--- config.mk ---
export PLATFORM = sky130hd
export DESIGN_NAME = pipe_stage_skid_reg
export DESIGN_NICKNAME = d
export VERILOG_FILES = /design/src/rtl/pipe_stage_skid_reg.sv
export SDC_FILE = /design/constraint.sdc
export NUM_CORES = 1
export LEC_CHECK = 0
export BUFFER_PORTS_ARGS = -buffer_cell sky130_fd_sc_hd__buf_2
export CAP_MARGIN = 20
export CELL_PAD_IN_SITES_DETAIL_PLACEMENT = 1
export CELL_PAD_IN_SITES_GLOBAL_PLACEMENT = 1
export CORE_UTILIZATION = 36
export DETAILED_ROUTE_END_ITERATION = 10
export PLACE_DENSITY_LB_ADDON = 0.1
export SLEW_MARGIN = 20
export SYNTH_ARGS = -nofsm -noshare
export SYNTH_HDL_FRONTEND = slang
export SYNTH_SLANG_ARGS = --single-unit
--- constraint.sdc ---
create_clock -name clk -period 1.6 [get_ports clk]
set_input_delay 0.08 -clock clk [delete_from_list [all_inputs] [get_ports clk]]
set_output_delay 0.08 -clock clk [all_outputs]
set_load 0.02 [all_outputs]
--- src/rtl/pipe_stage_skid_reg.sv ---
// rtl/pipe_stage_skid_reg.sv - parametrised valid/ready pipeline stage register with optional skid entry
module pipe_stage_skid_reg #(
    parameter int                 DATA_W   = 32,
    parameter int                 CTRL_W   = 16,
    parameter logic [CTRL_W-1:0]  CTRL_NOP = '0,
    parameter bit                 SKID     = 1'b1
) (
    input  logic              clk,
    input  logic              nrst,
    input  logic              flush,
    input  logic              i_valid,
    output logic              o_ready,
    input  logic [DATA_W-1:0] i_data,
    input  logic [CTRL_W-1:0] i_ctrl,
    output logic              o_valid,
    input  logic              i_ready,
    output logic [DATA_W-1:0] o_data,
    output logic [CTRL_W-1:0] o_ctrl,
    output logic [1:0]        o_occupancy
);

    logic              m_valid, m_valid_n;
    logic [DATA_W-1:0] m_data, m_data_n;
    logic [CTRL_W-1:0] m_ctrl, m_ctrl_n;
    logic              s_valid, s_valid_n;
    logic [DATA_W-1:0] s_data, s_data_n;
    logic [CTRL_W-1:0] s_ctrl, s_ctrl_n;
    logic              ready_q, ready_n;
    logic [1:0]        occ_q, occ_n;
    logic              up_xfer;

    assign o_ready     = SKID ? ready_q : (~m_valid | i_ready);
    assign o_valid     = m_valid;
    assign o_data      = m_data;
    assign o_ctrl      = m_ctrl;
    assign o_occupancy = occ_q;
    assign up_xfer     = i_valid & o_ready;

    always_comb begin
        m_valid_n = m_valid;
        m_data_n  = m_data;
        m_ctrl_n  = m_ctrl;
        s_valid_n = s_valid;
        s_data_n  = s_data;
        s_ctrl_n  = s_ctrl;
        if (!SKID) begin
            if (up_xfer) begin
                m_valid_n = 1'b1;
                m_data_n  = i_data;
                m_ctrl_n  = i_ctrl;
            end else if (m_valid && i_ready) begin
                m_valid_n = 1'b0;
                m_ctrl_n  = CTRL_NOP;
            end
        end else begin
            if (s_valid && i_ready) begin
                m_valid_n = 1'b1;
                m_data_n  = s_data;
                m_ctrl_n  = s_ctrl;
                s_valid_n = 1'b0;
            end else if (!s_valid && up_xfer && (!m_valid || i_ready)) begin
                m_valid_n = 1'b1;
                m_data_n  = i_data;
                m_ctrl_n  = i_ctrl;
            end else if (!s_valid && up_xfer) begin
                s_valid_n = 1'b1;
                s_data_n  = i_data;
                s_ctrl_n  = i_ctrl;
            end else if (!up_xfer && i_ready) begin
                m_valid_n = 1'b0;
                m_ctrl_n  = CTRL_NOP;
            end
        end
        // Flush discards any accepted beat; the payload register keeps its last value.
        if (flush) begin
            m_valid_n = 1'b0;
            m_data_n  = m_data;
            m_ctrl_n  = CTRL_NOP;
            s_valid_n = 1'b0;
        end
        ready_n = ~s_valid_n;
        occ_n   = {1'b0, m_valid_n} + {1'b0, s_valid_n};
    end

    always_ff @(posedge clk) begin
        if (!nrst) begin
            m_valid <= 1'b0;
            m_data  <= '0;
            m_ctrl  <= CTRL_NOP;
            s_valid <= 1'b0;
            s_data  <= '0;
            s_ctrl  <= CTRL_NOP;
            ready_q <= 1'b1;
            occ_q   <= 2'd0;
        end else begin
            m_valid <= m_valid_n;
            m_data  <= m_data_n;
            m_ctrl  <= m_ctrl_n;
            s_valid <= s_valid_n;
            s_data  <= s_data_n;
            s_ctrl  <= s_ctrl_n;
            ready_q <= ready_n;
            occ_q   <= occ_n;
        end
    end

endmodule

==> flow_summary_export.csv <==
group,metric,value,unit
timing,fin_crit,1490,ps
timing,hold_violations,0,
run,max_cap_viol_count,0,
synth,yosys_warnings,0,
synth,syn_area,0.00475,sq mm
synth,syn_nets,593,
pwr,intPower,0.00406,W
grt,grt_antenna_before_repair,0,
timing,slew_violations,0,
drt,drcViolationCount,0,
critical_path,path_buf_inv,2,
synth,ys_seq_area_frac,0.426,
critical_path,critPathMaxStageDelay,390,ps
drt,wl_per_cell,17.4,um
grt,grt_pass1_vias,4183,
timing,timing.fmax,671,MHz
timing,slew_headroom,0.739,
floorplan,start_util,0.373,
worst_hold_path,min_path_type,"primary input to register",
pwr,p_comb_frac,0.135,
clocking,clock_path_buffers,2,
pwr,sw_frac_of_total,0.260,
pwr,p_seq_frac,0.480,
clocking,cts_tree,"yes",
cells_and_area,final_common_cell,"buf_2",
synth,async_reset_ff_frac,0,
floorplan,die_x,117,um
pwr,totalPowerFinal,0.00548,W
synth,netlist-cell-type-count,32,
synth,syn_inst,539,
grt,grt.total_usage,0.204,
critical_path,critPathSlowestCell,"dfxtp_4",
cells_and_area,antennaDiodeCount,0,
floorplan,design.core.area,0.0127,sq mm
floorplan,die_h,117,um
critical_path,cpLargestDelayFamily,"simple AND/OR/NAND/NOR gates",
drt,num_vias,4338,
floorplan,core.rowCount,41,
synth,postSynthAreaPerCell,8.81,sq um
clocking,cts_made_buffers,9,
pwr,clockPowerShare,0.385,
timing,rsz0062_at_grt,"false",
pwr,power.switching,0.00142,W
critical_path,cp-end-kind,"register",
timing,finalCritPeriodShare,0.931,
critical_path,arrival,1750,ps
timing,finClkSkew,4.32,ps
critical_path,worstSetupStartpointType,"register",
grt,grt.overflow.total,0,
critical_path,path_cells,"buf_12 -> and4bb_1 -> or2_1 -> buf_4 -> a211oi_1",
clocking,cts.clk_slew.worst_paths,70,ps
clocking,numClockSinks,101,
pwr,powerDensity,934,mW/mm^2
place,dp_hpwl,8.55,mm
timing,worst_slew_pin_slew,391,ps
cells_and_area,drive_gt1_frac,0.252,
clocking,htreeDepth,3,
synth,synth-main-ff-cell,"dfxtp_1",
timing,setup_violations,0,
pwr,leakagePower,2.47,nW
drt,drtPass1Iterations,4,
drt,via_per_inst,5.43,
grt,grt_max_degree,81,
critical_path,crit_fanout,24,
cells_and_area,multi_input_area,0.00245,sq mm
floorplan,ios,105,
grt,grt_pass1_wl,21.6,mm
drt,drt_iter0_drc,178,
synth,synth_edf_count,0,
synth,synth_seq_cells,101,
clocking,ctsRootBufferMaster,"clkbuf_16",
cells_and_area,nNetsFinal,677,
place,portBuffers,104,
drt,wirelength,13.9,mm
cells_and_area,regArea,0.00203,sq mm
cells_and_area,syn2layout_area_growth,23.6,%
cells_and_area,fillers,1529,
critical_path,critPathRequiredTime,1860,ps
pwr,ir_drop,0.376,mV
timing,fin_setup_tns,0,ps
status,status,"finished, final reports clean",
place,globalplace.congestion,0.709,
critical_path,criticalPathCategory,"register to register",
clocking,clkLatencyLatePin,350,ps
floorplan,die_area,0.0136,sq mm
cells_and_area,mostFrequentLayoutCells,"buf_2, dfxtp_1, a21boi_0",
drt,drt.antenna.violating_nets,0,
cell type report:
type / count / share of cell area
well taps: 172 / 0.0367
clock inverters: 1 / 0.000853
repair buffers: 137 / 0.154
clock buffers: 14 / 0.0467
flip-flops and latches: 101 / 0.345
multi-input cells: 374 / 0.417
flip-flops by register name, summed over array words and instances, names as in the netlist:
name / flops
s_ctrl: 16
o_ctrl: 16
s_data: 32
s_valid: 1
o_occupancy: 2
o_ready: 1
o_valid: 1
o_data: 32
power by group through the flow:
stage          combinational, W  sequential (W)  clock (W)
2_1_floorplan          0.000363         0.00276          0
3_3_place_gp           0.000694         0.00269          0
3_5_place_dp           0.000707         0.00269          0
4_1_cts                0.000729         0.00263    0.00216
5_1_grt                0.000804         0.00264    0.00225
6_report               0.000739         0.00263    0.00211
path summary, 6_finish.rpt:
check | from | to | slack, ps | cells past startpoint
worst max-delay path | s_valid$_SDFF_PN0_ | o_ctrl[3]$_SDFFE_PP0P_ | 110 | 5
worst min-delay path | i_ctrl[8] | s_ctrl[8]$_SDFFE_PN0P_ | 5 | 3
worst max register to register | s_valid$_SDFF_PN0_ | o_ctrl[3]$_SDFFE_PP0P_ | 110 | 5
worst min register to register | o_data[11]$_SDFFE_PN0P_ | o_data[11]$_SDFFE_PN0P_ | 450 | 2
Yosys cell counts (2+ instances only):
| library cell | number | share of area |
|---|---|---|
| nand3_1 | 48 | 0.051 |
| a21boi_0 | 73 | 0.12 |
| a211oi_1 | 6 | 0.0095 |
| a31oi_1 | 2 | 0.0026 |
| and3_1 | 32 | 0.042 |
| a21oi_1 | 2 | 0.0021 |
| a32oi_1 | 16 | 0.030 |
| a21boi_1 | 7 | 0.011 |
| buf_1 | 2 | 0.0016 |
| o21ai_0 | 72 | 0.076 |
| nor3_1 | 16 | 0.017 |
| dfxtp_1 | 101 | 0.43 |
| mux2i_1 | 32 | 0.067 |
| o21ai_1 | 8 | 0.0084 |
| nor2_1 | 2 | 0.0016 |
| clkbuf_1 | 43 | 0.034 |
| nand2b_1 | 2 | 0.0026 |
| nor2b_1 | 2 | 0.0026 |
| buf_6 | 5 | 0.012 |
| and2_1 | 3 | 0.0040 |
| a211oi_2 | 10 | 0.026 |
| nand2_1 | 33 | 0.026 |
| buf_2 | 13 | 0.014 |
kinds of logic (layout without fill, tap and decap cells):
logic type               Yosys count  after routing  synth area share
AO/OA/AOI/OAI                    197            197             0.283
adder cells (fa/ha/maj)            1              1           0.00264
buffers and inverters             64            152            0.0643
flip-flops                       101            101             0.426
multiplexers                      32             32            0.0675
AND/OR/NAND/NOR                  144            144             0.157
routing by layer:
metal	track usage	share of wire
met2	0.350	0.48
met4	0.0667	0.013
met1	0.261	0.47
met5	0	0
met3	0.0340	0.037
timing repair:
action                                 CTS  global route
hold buffers                            11             0
setup endpoints to repair                0            17
endpoints found under the hold margin   11             0
buffers inserted                         0             0
gates resized for setup                  0             7
worst min-delay path, stage by stage:
cell      delay (ps)
buf_2            100
nand3_1           50
a21boi_0          70
through the flow:
stage	worst slack (ps)	instance area (sq um)	cells	utilization	hold slack, ps
after global placement	80.3	5430	772	0.427	349
final	110	5870	799	0.461	4.75
after CTS	10.4	5820	798	0.457	0.0172
after detailed placement	2.79	5430	772	0.427	356
after floorplan	35.1	4750	539	-	227
after global routing	15.2	5870	799	0.461	9.49
(Power assumes the default switching activity.)
